**src/rtl/alu_pkg.sv**
```systemverilog
// Shared op encodings, FSM state and result-entry types for the ALU issue stage.
package alu_pkg;

    localparam int DATA_W = 16;
    localparam int TAG_W  = 4;

    localparam logic [2:0] OP_NOP = 3'b000;
    localparam logic [2:0] OP_ADD = 3'b001;
    localparam logic [2:0] OP_SUB = 3'b010;
    localparam logic [2:0] OP_MUL = 3'b011;
    localparam logic [2:0] OP_DIV = 3'b100;
    localparam logic [2:0] OP_XOR = 3'b101;
    localparam logic [2:0] OP_MOD = 3'b110;
    localparam logic [2:0] OP_AND = 3'b111;

    typedef enum logic {
        IDLE = 1'b0,
        EXEC = 1'b1
    } state_t;

    typedef struct packed {
        logic [DATA_W-1:0] data;
        logic [TAG_W-1:0]  tag;
        logic              err;
    } result_t;

    // Ops whose divisor must be screened for zero before the ALU result is trusted.
    function automatic logic is_div_class(input logic [2:0] op);
        return (op == OP_DIV) || (op == OP_MOD);
    endfunction

endpackage

```
**src/rtl/alu_issue_stage_if.sv**
```systemverilog
// Command, ALU-drive and result buses of the issue stage; slave is the stage side.
interface alu_issue_if
    import alu_pkg::*;
#(
    parameter int WIDTH = 16
);

    logic              in_valid;
    logic              in_ready;
    logic [2:0]        in_op;
    logic [WIDTH-1:0]  in_a;
    logic [WIDTH-1:0]  in_b;
    logic [TAG_W-1:0]  in_tag;

    logic [WIDTH-1:0]  alu_din1;
    logic [WIDTH-1:0]  alu_din2;
    logic [2:0]        alu_ms;
    logic [WIDTH-1:0]  alu_out;

    logic              out_valid;
    logic              out_ready;
    logic [WIDTH-1:0]  out_data;
    logic [TAG_W-1:0]  out_tag;
    logic              out_err;

    modport slave (
        input  in_valid, in_op, in_a, in_b, in_tag, alu_out, out_ready,
        output in_ready, alu_din1, alu_din2, alu_ms, out_valid, out_data, out_tag, out_err
    );

    modport master (
        output in_valid, in_op, in_a, in_b, in_tag, alu_out, out_ready,
        input  in_ready, alu_din1, alu_din2, alu_ms, out_valid, out_data, out_tag, out_err
    );

endinterface

```
**src/rtl/alu_result_fifo.sv**
```systemverilog
// Small result queue; the head is presented straight from storage so it is registered.
module alu_result_fifo #(
    parameter int  DEPTH   = 2,
    parameter type entry_t = logic
) (
    input  logic                   clk,
    input  logic                   rst_n,
    input  logic                   push,
    input  logic                   pop,
    input  entry_t                 entry_in,
    output entry_t                 entry_out,
    output logic [$clog2(DEPTH):0] count,
    output logic                   valid
);

    localparam int PTR_W = $clog2(DEPTH);
    localparam logic [PTR_W:0] FULL = (PTR_W+1)'(DEPTH);

    entry_t           mem [DEPTH];
    logic [PTR_W-1:0] wr_ptr_reg;
    logic [PTR_W-1:0] rd_ptr_reg;
    logic [PTR_W:0]   count_reg;
    logic             do_push;
    logic             do_pop;

    assign do_pop  = pop && (count_reg != '0);
    assign do_push = push && ((count_reg != FULL) || do_pop);

    always_ff @(posedge clk or negedge rst_n) begin
        if (!rst_n) begin
            wr_ptr_reg <= '0;
            rd_ptr_reg <= '0;
            count_reg  <= '0;
        end else begin
            if (do_push) begin
                wr_ptr_reg <= wr_ptr_reg + PTR_W'(1);
            end
            if (do_pop) begin
                rd_ptr_reg <= rd_ptr_reg + PTR_W'(1);
            end
            case ({do_push, do_pop})
                2'b10:   count_reg <= count_reg + (PTR_W+1)'(1);
                2'b01:   count_reg <= count_reg - (PTR_W+1)'(1);
                default: count_reg <= count_reg;
            endcase
        end
    end

    // Storage needs no reset: entries are only visible while the count says they are live.
    always_ff @(posedge clk) begin
        if (do_push) begin
            mem[wr_ptr_reg] <= entry_in;
        end
    end

    assign count     = count_reg;
    assign valid     = (count_reg != '0);
    assign entry_out = valid ? mem[rd_ptr_reg] : '0;

endmodule

```
**src/rtl/alu_issue_stage.sv**
```systemverilog
// Issue stage: registers one command onto the ALU, holds it for EXEC_CYCLES, screens and queues the result.
module alu_issue_stage
    import alu_pkg::*;
#(
    parameter int WIDTH       = 16,
    parameter int EXEC_CYCLES = 2,
    parameter int DEPTH       = 2
) (
    input  logic          clk,
    input  logic          rst_n,
    alu_issue_if.slave    bus
);

    localparam int CNT_W = (EXEC_CYCLES > 1) ? $clog2(EXEC_CYCLES) : 1;
    localparam logic [CNT_W-1:0] CNT_LOAD = CNT_W'(EXEC_CYCLES - 1);
    localparam logic [$clog2(DEPTH):0] FIFO_FULL = ($clog2(DEPTH)+1)'(DEPTH);

    state_t               state_reg;
    logic [CNT_W-1:0]     cnt_reg;
    logic [WIDTH-1:0]     din1_reg;
    logic [WIDTH-1:0]     din2_reg;
    logic [2:0]           ms_reg;
    logic [TAG_W-1:0]     tag_reg;
    logic                 ready_en_reg;

    logic                 accept;
    logic                 capture;
    result_t              push_entry;
    result_t              head_entry;
    logic [$clog2(DEPTH):0] fifo_count;
    logic                 fifo_valid;

    // ready_en_reg keeps in_ready low until the first edge after reset release.
    assign bus.in_ready = ready_en_reg && (state_reg == IDLE) && (fifo_count < FIFO_FULL);
    assign accept       = bus.in_valid && bus.in_ready;
    assign capture      = (state_reg == EXEC) && (cnt_reg == '0);

    always_comb begin
        push_entry      = '0;
        push_entry.tag  = tag_reg;
        if (ms_reg == OP_NOP) begin
            push_entry.data = '0;
            push_entry.err  = 1'b1;
        end else if (is_div_class(ms_reg) && (din2_reg == '0)) begin
            push_entry.data = '1;
            push_entry.err  = 1'b1;
        end else begin
            push_entry.data = bus.alu_out;
            push_entry.err  = 1'b0;
        end
    end

    always_ff @(posedge clk or negedge rst_n) begin
        if (!rst_n) begin
            state_reg    <= IDLE;
            cnt_reg      <= '0;
            din1_reg     <= '0;
            din2_reg     <= '0;
            ms_reg       <= '0;
            tag_reg      <= '0;
            ready_en_reg <= 1'b0;
        end else begin
            ready_en_reg <= 1'b1;
            case (state_reg)
                IDLE: begin
                    if (accept) begin
                        state_reg <= EXEC;
                        din1_reg  <= bus.in_a;
                        din2_reg  <= bus.in_b;
                        ms_reg    <= bus.in_op;
                        tag_reg   <= bus.in_tag;
                        cnt_reg   <= CNT_LOAD;
                    end
                end
                EXEC: begin
                    if (cnt_reg == '0) begin
                        // Parking the ALU on all-zero inputs keeps its output quiet between ops.
                        state_reg <= IDLE;
                        din1_reg  <= '0;
                        din2_reg  <= '0;
                        ms_reg    <= '0;
                    end else begin
                        cnt_reg <= cnt_reg - CNT_W'(1);
                    end
                end
                default: state_reg <= IDLE;
            endcase
        end
    end

    alu_result_fifo #(
        .DEPTH   (DEPTH),
        .entry_t (result_t)
    ) u_fifo (
        .clk       (clk),
        .rst_n     (rst_n),
        .push      (capture),
        .pop       (bus.out_valid && bus.out_ready),
        .entry_in  (push_entry),
        .entry_out (head_entry),
        .count     (fifo_count),
        .valid     (fifo_valid)
    );

    assign bus.alu_din1  = din1_reg;
    assign bus.alu_din2  = din2_reg;
    assign bus.alu_ms    = ms_reg;
    assign bus.out_valid = fifo_valid;
    assign bus.out_data  = head_entry.data;
    assign bus.out_tag   = head_entry.tag;
    assign bus.out_err   = head_entry.err;

endmodule

```
**src/flat_wrapper.sv**
```systemverilog
// flat-port wrapper written by rule: the top's interface ports become plain ports
module alu_issue_stage_flat import alu_pkg::*;
#(
    parameter int WIDTH       = 16,
    parameter int EXEC_CYCLES = 2,
    parameter int DEPTH       = 2
)
  (clk, rst_n, bus_in_valid, bus_in_op, bus_in_a, bus_in_b, bus_in_tag, bus_alu_out, bus_out_ready, bus_in_ready, bus_alu_din1, bus_alu_din2, bus_alu_ms, bus_out_valid, bus_out_data, bus_out_tag, bus_out_err);
  alu_issue_if #(.WIDTH(WIDTH)) bus_i ();
  input  logic clk;
  input  logic rst_n;
  input wire logic [$bits(bus_i.in_valid)-1:0] bus_in_valid;
  input wire logic [$bits(bus_i.in_op)-1:0] bus_in_op;
  input wire logic [$bits(bus_i.in_a)-1:0] bus_in_a;
  input wire logic [$bits(bus_i.in_b)-1:0] bus_in_b;
  input wire logic [$bits(bus_i.in_tag)-1:0] bus_in_tag;
  input wire logic [$bits(bus_i.alu_out)-1:0] bus_alu_out;
  input wire logic [$bits(bus_i.out_ready)-1:0] bus_out_ready;
  output wire logic [$bits(bus_i.in_ready)-1:0] bus_in_ready;
  output wire logic [$bits(bus_i.alu_din1)-1:0] bus_alu_din1;
  output wire logic [$bits(bus_i.alu_din2)-1:0] bus_alu_din2;
  output wire logic [$bits(bus_i.alu_ms)-1:0] bus_alu_ms;
  output wire logic [$bits(bus_i.out_valid)-1:0] bus_out_valid;
  output wire logic [$bits(bus_i.out_data)-1:0] bus_out_data;
  output wire logic [$bits(bus_i.out_tag)-1:0] bus_out_tag;
  output wire logic [$bits(bus_i.out_err)-1:0] bus_out_err;
  assign bus_i.in_valid = bus_in_valid;
  assign bus_i.in_op = bus_in_op;
  assign bus_i.in_a = bus_in_a;
  assign bus_i.in_b = bus_in_b;
  assign bus_i.in_tag = bus_in_tag;
  assign bus_i.alu_out = bus_alu_out;
  assign bus_i.out_ready = bus_out_ready;
  assign bus_in_ready = bus_i.in_ready;
  assign bus_alu_din1 = bus_i.alu_din1;
  assign bus_alu_din2 = bus_i.alu_din2;
  assign bus_alu_ms = bus_i.alu_ms;
  assign bus_out_valid = bus_i.out_valid;
  assign bus_out_data = bus_i.out_data;
  assign bus_out_tag = bus_i.out_tag;
  assign bus_out_err = bus_i.out_err;
  alu_issue_stage #(.WIDTH(WIDTH), .EXEC_CYCLES(EXEC_CYCLES), .DEPTH(DEPTH)) u_core (.clk(clk), .rst_n(rst_n), .bus(bus_i));
endmodule
```
**config.mk**
```make
export PLATFORM = sky130hd
export DESIGN_NAME = alu_issue_stage_flat
export DESIGN_NICKNAME = d
export VERILOG_FILES = /design/src/rtl/alu_pkg.sv /design/src/rtl/alu_issue_stage_if.sv /design/src/rtl/alu_result_fifo.sv /design/src/rtl/alu_issue_stage.sv /design/src/flat_wrapper.sv
export SDC_FILE = /design/constraint.sdc
export NUM_CORES = 1
export LEC_CHECK = 0
export ABC_AREA = 0
export CAP_MARGIN = 10
export CELL_PAD_IN_SITES_DETAIL_PLACEMENT = 1
export CELL_PAD_IN_SITES_GLOBAL_PLACEMENT = 1
export CORE_ASPECT_RATIO = 2
export CORE_MARGIN = 8
export CORE_UTILIZATION = 33
export CTS_CLUSTER_DIAMETER = 150
export DETAILED_ROUTE_END_ITERATION = 7
export GPL_ROUTABILITY_DRIVEN = 1
export PLACE_DENSITY_LB_ADDON = 0.1
export SYNTH_ARGS = -nofsm -noshare
export SYNTH_HDL_FRONTEND = slang
export SYNTH_HIERARCHICAL = 1
export SYNTH_SLANG_ARGS = --single-unit
```
**constraint.sdc**
```tcl
create_clock -name clk -period 2.4 [get_ports clk]
set_input_delay 0.48 -clock clk [delete_from_list [all_inputs] [get_ports clk]]
set_output_delay 0.48 -clock clk [all_outputs]
set_load 0.02 [all_outputs]
```
=== Word level (Yosys, flattened, before mapping) ===
Memory sizes are Yosys's and may differ from the RTL's.
Index checks and enable logic that the tools add are counted.

* $add $sub $neg: 5
* Order comparisons: 1
* Eq/ne operators: 7
* Muxes and demuxes: 22
* Bitwise operators: 2
* Reductions and logical operators: 16

{| class="wikitable"
|+ Operators with widths
! cell !! count
|-
| $mux W16 || 5
|-
| $pmux W16 S2 || 2
|-
| $mux W21 || 1
|-
| $logic_not A16 Y1 || 1
|-
| $logic_and A1 B1 Y1 || 8
|-
| $mux W1 || 8
|-
| $eq A3 B3 Y1 const B || 2
|-
| $mux W3 || 2
|-
| $pmux W3 S2 || 1
|-
| $ne A2 B2 Y1 const B || 2
|-
| $pmux W1 S2 || 2
|-
| $pmux W2 S2 || 1
|-
| $reduce_and A2 Y1 || 2
|-
| $reduce_bool A2 Y1 || 2
|-
| $logic_not A3 Y1 || 1
|-
| $add A1 B1 Y1 const B || 2
|-
| $add A2 B1 Y2 const B || 1
|-
| $eq A2 B1 Y1 const B || 1
|-
| $eq A2 B2 Y1 const B || 1
|-
| $logic_or A1 B1 Y1 || 2
|-
| $lt A2 B2 Y1 const B || 1
|-
| $ne A2 B1 Y1 const B || 1
|-
| $not A1 Y1 || 2
|-
| $sub A2 B1 Y2 const B || 1
|-
| $sub A1 B1 Y1 const B || 1
|}

* Register bits after elaboration: 46
* Memory bits (writable): 42
* Input bits: 59
* Output and inout port bits: 58
* Memories: 1

{| class="wikitable"
|+ Memories
! memory !! depth !! bits a word !! rd ports !! clocked after memory_dff !! write ports !! line !! source
|-
| u_core.u_fifo.mem || 2 || 21 || 1 || 0 || 1 || alu_result_fifo.sv:19 || <nowiki>entry_t mem [DEPTH];</nowiki>
|}

=== Depth between registers and ports, before layout ===
Gate-level depths: netlist of run 1.

* Word-level depth: 7
* Depth in mapped cells: 7

=== By module ===
Netlist of run 1, hierarchy kept.

{| class="wikitable"
|+ Modules (own cells, without submodules)
! module !! times used !! cells an instance !! area each (µm²) !! seq. area each (µm²)
|-
| alu_issue_stage || 1 || 144 || 1909.3 || 1051.0
|-
| alu_result_fifo || 1 || 113 || 1803.0 || 1361.3
|}

=== Least setup slack after synthesis of run 1 ===
No wires, ideal clock.

* Path type: register -> register
* From: register u_core.u_fifo.count_reg[1] (netlist: u_core/u_fifo/count[1])
* To: memory u_core/u_fifo/mem[0][0] in the netlist's numbering (enable)
* Data arrival time: 2.182 ns
* Data required time: 2.001 ns
* Slack: -0.181 ns
* Stages on the path, launching flop included: 8
* Buffers on the path: 1
* Cells stage by stage: dfrtp_1 -> nor2_1 -> buf_2 -> inv_1 -> and2_1 -> or3b_1 -> nand2_2 -> nor2_1

* Cells in the longest elaborated chain, start to end: 7
* Elaborated cells on any way between the ends: 8
* Those cells by class: 1 x eq/ne; 2 x mux; 5 x reduce/logical

{| class="wikitable"
|+ RTL lines
! what !! line !! source
|-
| start: declaration || alu_result_fifo.sv:22 || <nowiki>logic [PTR_W:0] count_reg;</nowiki>
|-
| start signal: assignment || alu_result_fifo.sv:42 || <nowiki>2'b10: count_reg <= count_reg + (PTR_W+1)'(1);</nowiki>
|-
| start signal: assignment || alu_result_fifo.sv:43 || <nowiki>2'b01: count_reg <= count_reg - (PTR_W+1)'(1);</nowiki>
|-
| start signal: assignment || alu_result_fifo.sv:44 || <nowiki>default: count_reg <= count_reg;</nowiki>
|-
| $reduce_bool A2 Y1 (*) || alu_result_fifo.sv:57 || <nowiki>assign valid = (count_reg != '0);</nowiki>
|-
| net bus_out_valid || flat_wrapper.sv:23 || <nowiki>output wire logic [$bits(bus_i.out_valid)-1:0] bus_out_valid;</nowiki>
|-
| $logic_and A1 B1 Y1 || alu_issue_stage.sv:98 || <nowiki>.pop (bus.out_valid && bus.out_ready),</nowiki>
|-
| $logic_and A1 B1 Y1 (*) || alu_result_fifo.sv:26 || <nowiki>assign do_pop = pop && (count_reg != '0);</nowiki>
|-
| $logic_or A1 B1 Y1 (*) || alu_result_fifo.sv:27 || <nowiki>assign do_push = push && ((count_reg != FULL) || do_pop);</nowiki>
|-
| $logic_and A1 B1 Y1 (*) || alu_result_fifo.sv:27 ||
|-
| $mux W1 (*) || alu_result_fifo.sv:51 || <nowiki>if (do_push) begin</nowiki>
|-
| $mux W1 (implied by the code) (*) || alu_result_fifo.sv:52 || <nowiki>mem[wr_ptr_reg] <= entry_in;</nowiki>
|-
| end: declaration || alu_result_fifo.sv:19 ||
|}

Mark *: on every way through the listed nets, which the timed path passes. The rest lies on a longest branch.

=== Final worst setup path of run 1 ===
* From: register u_core.u_fifo.rd_ptr_reg
* To: output bus_out_tag[1]

* Cells in the longest elaborated chain, start to end: 2

{| class="wikitable"
|+ RTL lines
! what !! line !! source
|-
| start: declaration || alu_result_fifo.sv:21 || <nowiki>logic [PTR_W-1:0] rd_ptr_reg;</nowiki>
|-
| start signal: assignment || alu_result_fifo.sv:39 || <nowiki>rd_ptr_reg <= rd_ptr_reg + PTR_W'(1);</nowiki>
|-
| $mem_v2 Z2 W21 || -- ||
|-
| $mux W21 || alu_result_fifo.sv:58 || <nowiki>assign entry_out = valid ? mem[rd_ptr_reg] : '0;</nowiki>
|-
| end: declaration || flat_wrapper.sv:25 || <nowiki>output wire logic [$bits(bus_i.out_tag)-1:0] bus_out_tag;</nowiki>
|}

No other way between the ends.

==> results.md, run 1 <==
* Most common cell after layout, fill and taps aside: clkdlybuf4s50_1
* Util after Layout at 0.474
* Combinational share of power at 0.466
* Final Hold Vio Count at 0
* Placed cells at 506
* FF+latch count, synth at 88
* Power per cell area at 1350 nW/µm²
* Routed via count at 2,509
* WP data arrival at 1.81 ns
* Hold_buf cts at 0
* Root Driver: clkbuf_16
* First DRT Iteration DRCs at 109
* Remaining Overflow, GRT at 0
* Post-synth EDFFs at 42
* Final non-filler cell area at 5290 µm²
* Share of layout cells above drive strength 1 at 0.129
* Fin cells at 522
* Antenna violations before repair at 0
* TritonRoute pass-1 iters at 4
* Top_reg_cell synth: dfrtp_1
* Flop pwr share at 0.346
* Diode count at 0
* Max-slew headroom at 0.262
* Vias in the first global route at 2,999
* CP endpoint kind: primary output
* Post-CTS Setup Bufs at 0
* Clock buffer depth at 2
* Final GP Congestion at 0.712
* Sequential fraction of the synthesis area at 0.650
* Synth unique cells at 40
* Placed inst area at 4980 µm²
* Largest register FFs at 42
* H-tree level count at 3
* Fmax at 0.436 GHz
* I/O Pins at 117
* Clock power frac at 0.189
* Switching Share at 0.373
* Max_cap viols at 0
* Mean Syn Cell Area at 14.4 µm²
* Mapped Nets at 316
* Die area at 15,100 µm²
* Pint at 4.49 mW
* TritonCTS clock tree: yes
* Final worst slack at 0.106 ns
* IO Port Bufs at 116
* Post-Syn Instances at 257
* Routed wire per std cell at 19.0 µm
* Leakage power at 2.17 nW
* Initial Utilization at 0.333
* Area grow syn2layout at 42.4%
* Clock sink count at 88
* Post_cts resized at 1
* Final hold slack at 0.135 ns
* Overall power at 7.16 mW
* Synth Warn # at 6
* Worst IR Drop VDD at 0.622 mV
* Die Y at 166 µm
* Core area at 11,100 µm²
* Gr usage total at 0.136
* Syn Std Cell Area at 3710 µm²
* Largest Register: u_core/u_fifo/mem
* Vias per cell at 4.81
* Cell Rows at 55
* Status: finished clean
* Nets at 434
* Antenna viol nets, final at 0
* Clk_skew at 0.00767 ns
* Detailed placement HPWL at 7.03 mm
* Worst-path clk slew at 0.06 ns
* Worst-Skew Late Latency at 0.33 ns
* Max Slew Vio Count at 0
* First-pass GRT wire length at 16.1 mm
* Min-delay worst type: in -> async
* DRC at 0
* Largest net degree at the start of global routing at 36
* Worst-margin pin slew at 1.11 ns
* Fillers at 1,164
* Chip width at 91 µm
* Ys async rst share at 0.523
* WP data required at 1.92 ns
* TritonCTS Buffers at 9
* Most frequent cells in the layout: clkdlybuf4s50_1 (111), dfrtp_1 (46), edfxtp_1 (42)
* Final setup fails at 0
* TNS Setup at 0 ns
* RSZ-0062 raised after global routing: no
* Switching power of the nets at 2.67 mW
* Minimum clock period at 2.29 ns
* Pre-CTS setup slack at -0.125 ns
* Fin crit share at 0.956
* CP Max Fanout at 22
* Routed WL at 9.94 mm
* Type of origin of the critical path: flop
* Worst setup path class: reg -> out
[synth_stat cells, types with 2 or more instances]
cell type,number,area (µm²)
a22o_1,35,307
xnor2_1,2,17.5
buf_2,7,35.0
buf_4,3,22.5
nor2_1,24,90.1
a21oi_1,3,15.0
buf_6,2,22.5
nor4_4,2,42.5
inv_1,4,15.0
mux2i_1,21,210
mux2_4,3,45.0
o21ai_1,7,35.0
edfxtp_1,42,1260
a21o_1,2,15.0
buf_8,5,75.1
nand2_1,17,63.8
o21ai_2,10,87.6
dfrtp_1,46,1150
[logic make-up (layout without fill, tap and decap cells)]
| group | after synthesis | in the layout | synth area share |
|---|---|---|---|
| simple gates | 60 | 60 | 0.0974 |
| buf+inv | 21 | 144 | 0.0458 |
| flops | 88 | 88 | 0.650 |
| compound gates | 59 | 59 | 0.127 |
| xor+xnor | 3 | 3 | 0.00708 |
| mux | 25 | 25 | 0.0718 |
| other cells | 1 | 1 | 0.00101 |
[power groups by stage]
| stage | clock (mW) | sequential, mW | combinational [mW] |
|---|---|---|---|
| after floorplan | 0 | 2.71 | 1.77 |
| after global placement | 0 | 2.47 | 3.33 |
| after detailed placement | 0 | 2.50 | 3.38 |
| after CTS | 1.39 | 2.49 | 3.42 |
| after global routing | 1.45 | 2.54 | 3.60 |
| final | 1.35 | 2.48 | 3.33 |
[routing by layer]
metal | vias up | share of wire | GRT usage
met5 | - | 0 | 0
met4 | 0 | 0.017 | 0.0596
met3 | 9 | 0.058 | 0.0444
met2 | 73 | 0.54 | 0.239
met1 | 1253 | 0.39 | 0.143
li1 | 1174 | - | -
[final timing paths]
check                      depth (start not counted)                                 start  slack (ns)                                 end
hold / removal                                     1                                 rst_n        0.14  u_core/bus.alu_din1[4]$_DFFE_PN0P_
setup reg to reg                                   6    u_core/u_fifo/count[0]$_DFFE_PN0P_        0.20  u_core/u_fifo/mem[0][15]$_DFFE_PP_
min in group clk                                   0         u_core/tag_reg[0]$_DFFE_PN0P_        0.48   u_core/u_fifo/mem[0][1]$_DFFE_PP_
setup / recovery                                   4  u_core/u_fifo/rd_ptr_reg$_DFFE_PN0N_        0.11                      bus_out_tag[1]
max in group asynchronous                          2                                 rst_n        1.74  u_core/bus.alu_din2[3]$_DFFE_PN0P_
hold reg to reg                                    0         u_core/tag_reg[0]$_DFFE_PN0P_        0.48   u_core/u_fifo/mem[0][1]$_DFFE_PP_
[worst max-delay path, stage by stage (launching register included)]
cell	delay (ns)
dfrtp_1	0.34
buf_6	0.27
mux2i_1	0.14
nor2_1	0.11
clkdlybuf4s50_1	0.62
[area by class of cell]
type | count | area (µm²) | area share
clock inverters | 6 | 60.1 | 0.0114
flip-flops and latches | 88 | 2410 | 0.456
clock buffers | 10 | 229 | 0.0433
well taps | 142 | 178 | 0.0336
inverters | 4 | 15.0 | 0.00284
multi-input cells | 148 | 1130 | 0.215
repair buffers | 124 | 1260 | 0.238
Note: power is estimated with default switching activity, not from simulation.
==> run 2: changes to the inputs <==
--- a/config.mk
+++ b/config.mk
@@ -11,7 +11,7 @@
 export CELL_PAD_IN_SITES_GLOBAL_PLACEMENT = 1
 export CORE_ASPECT_RATIO = 2
 export CORE_MARGIN = 8
-export CORE_UTILIZATION = 33
+export CORE_UTILIZATION = 28
 export CTS_CLUSTER_DIAMETER = 150
 export DETAILED_ROUTE_END_ITERATION = 7
 export GPL_ROUTABILITY_DRIVEN = 1
==> results.md, run 2 (synthesis gave the netlist of run 1 again) <==
* Status: finished clean
* H-tree level count at 3
* Switching Share at 0.363
* Flop pwr share at 0.343
* Initial Utilization at 0.286
* TritonCTS clock tree: yes
* Final Hold Vio Count at 0
* Clock sink count at 88
* Max-slew headroom at 0.593
* Routed via count at 2,500
* Largest net degree at the start of global routing at 47
* Clock power frac at 0.206
* Clock buffer depth at 2
* WP data required at 1.92 ns
* Worst-path clk slew at 0.07 ns
* Type of origin of the critical path: flop
* Final setup fails at 0
* CP endpoint: bus_out_tag[2]
* WP data arrival at 1.81 ns
* Most common cell after layout, fill and taps aside: clkdlybuf4s50_1
* Worst setup path class: reg -> out
* Gr usage total at 0.117
* Leakage power at 2.26 nW
* Max Slew Vio Count at 0
* Critical Path Start: u_core/u_fifo/rd_ptr_reg$_DFFE_PN0N_
* Switching power of the nets at 2.63 mW
* Vias per cell at 4.71
* Placed cells at 515
* Die Y at 179 µm
* Clk_skew at 0.0130 ns
* Routed WL at 10.0 mm
* Root Driver: clkbuf_16
* Worst-Skew Late Latency at 0.33 ns
* Minimum clock period at 2.29 ns
* Nets at 433
* Power per cell area at 1360 nW/µm²
* Chip width at 97.4 µm
* DRC at 0
* TritonCTS Buffers at 9
* Fin cells at 531
* Diode count at 0
* Final GP Congestion at 0.675
* Largest Register: u_core/u_fifo/mem
* RR Endpoint: u_core/u_fifo/mem[1][18]$_DFFE_PP_
* Fillers at 1,369
* Final worst slack at 0.113 ns
* Largest register FFs at 42
* Share of layout cells above drive strength 1 at 0.132
* Die area at 17,400 µm²
* Antenna violations before repair at 0
* FF-to-FF path depth at 5
* TNS Setup at 0 ns
* RSZ-0062 raised after global routing: no
* Detailed placement HPWL at 7.35 mm
* Final hold slack at 0.222 ns
* Fin crit share at 0.953
* Cell Rows at 59
* Most frequent cells in the layout: clkdlybuf4s50_1 (105), dfrtp_1 (45), edfxtp_1 (42)
* Combinational share of power at 0.451
* Antenna viol nets, final at 0
* Area grow syn2layout at 44.1%
* Worst-margin pin slew at 0.610 ns
* R2R setup slack at 0.44 ns
* CP endpoint kind: primary output
* Routed wire per std cell at 18.8 µm
* Max_cap viols at 0
* CP Max Fanout at 21
* Post-CTS Setup Bufs at 0
* Vias in the first global route at 2,896
* I/O Pins at 117
* Worst IR Drop VDD at 0.509 mV
* Pre-CTS setup slack at 0.217 ns
* Pint at 4.63 mW
* Core area at 13,000 µm²
* TritonRoute pass-1 iters at 4
* Remaining Overflow, GRT at 0
* Reg2reg start: u_core/u_fifo/count[0]$_DFFE_PN0P_
* First-pass GRT wire length at 16.0 mm
* IO Port Bufs at 116
* First DRT Iteration DRCs at 32
* Fmax at 0.437 GHz
* Min-delay worst type: in -> async
==> run 2: worst min path at each step <==
stage / endpoint / cells past startpoint
6_report: u_core/bus.alu_din1[4]$_DFFE_PN0P_ / 2
4_1_cts: u_core/bus.alu_din1[8]$_DFFE_PN0P_ / 2
2_1_floorplan: u_core/bus.alu_din1[0]$_DFFE_PN0P_ / 0
5_1_grt: u_core/bus.alu_din1[4]$_DFFE_PN0P_ / 2
3_3_place_gp: u_core/u_fifo/mem[0][1]$_DFFE_PP_ / 0
3_5_place_dp: u_core/u_fifo/mem[1][3]$_DFFE_PP_ / 0
==> run 2: area by class of cell <==
class	count	area (µm²)	share of cell area
flip-flops and latches	88	2410	0.451
clock inverters	5	80.1	0.0150
well taps	152	190	0.0356
clock buffers	11	243	0.0454
multi-input cells	148	1130	0.212
inverters	4	15.0	0.00281
repair buffers	123	1270	0.238
==> run 2: per-layer routing <==
metal / track usage / part of all wire / vias to the layer above
met2: 0.215 / 0.55 / 83
met5: 0 / 0 / -
met4: 0.0420 / 0.011 / 0
met3: 0.0490 / 0.078 / 6
met1: 0.114 / 0.36 / 1235
li1: - / - / 1176
==> run 2: power by group through the flow <==
stage                     clock network [mW]  logic [mW]  registers (mW)
after global placement                     0        3.36            2.50
after detailed placement                   0        3.39            2.52
final                                   1.50        3.27            2.49
after global routing                    1.61        3.55            2.55
after CTS                               1.55        3.40            2.50
after floorplan                            0        1.77            2.71
==> run 2: per-stage QoR <==
step / util / total power [mW] / instance area [µm²]
6_report: 0.412 / 7.26 / 5350
3_5_place_dp: 0.385 / 5.91 / 5000
3_3_place_gp: 0.385 / 5.86 / 5000
5_1_grt: 0.412 / 7.71 / 5350
4_1_cts: 0.410 / 7.45 / 5320
2_1_floorplan: - / 4.48 / 3710
==> run 2: worst max-delay path, stage by stage, from the launching register on <==
cell and delay, ns:
dfrtp_1 0.40, buf_12 0.21, mux2i_1 0.26, nor2_1 0.06, clkdlybuf4s50_1 0.54
==> run 2: timing repair <==
item	CTS	global route
hold buffers	0	0
setup endpoints to repair	0	21
gates resized for setup	0	11
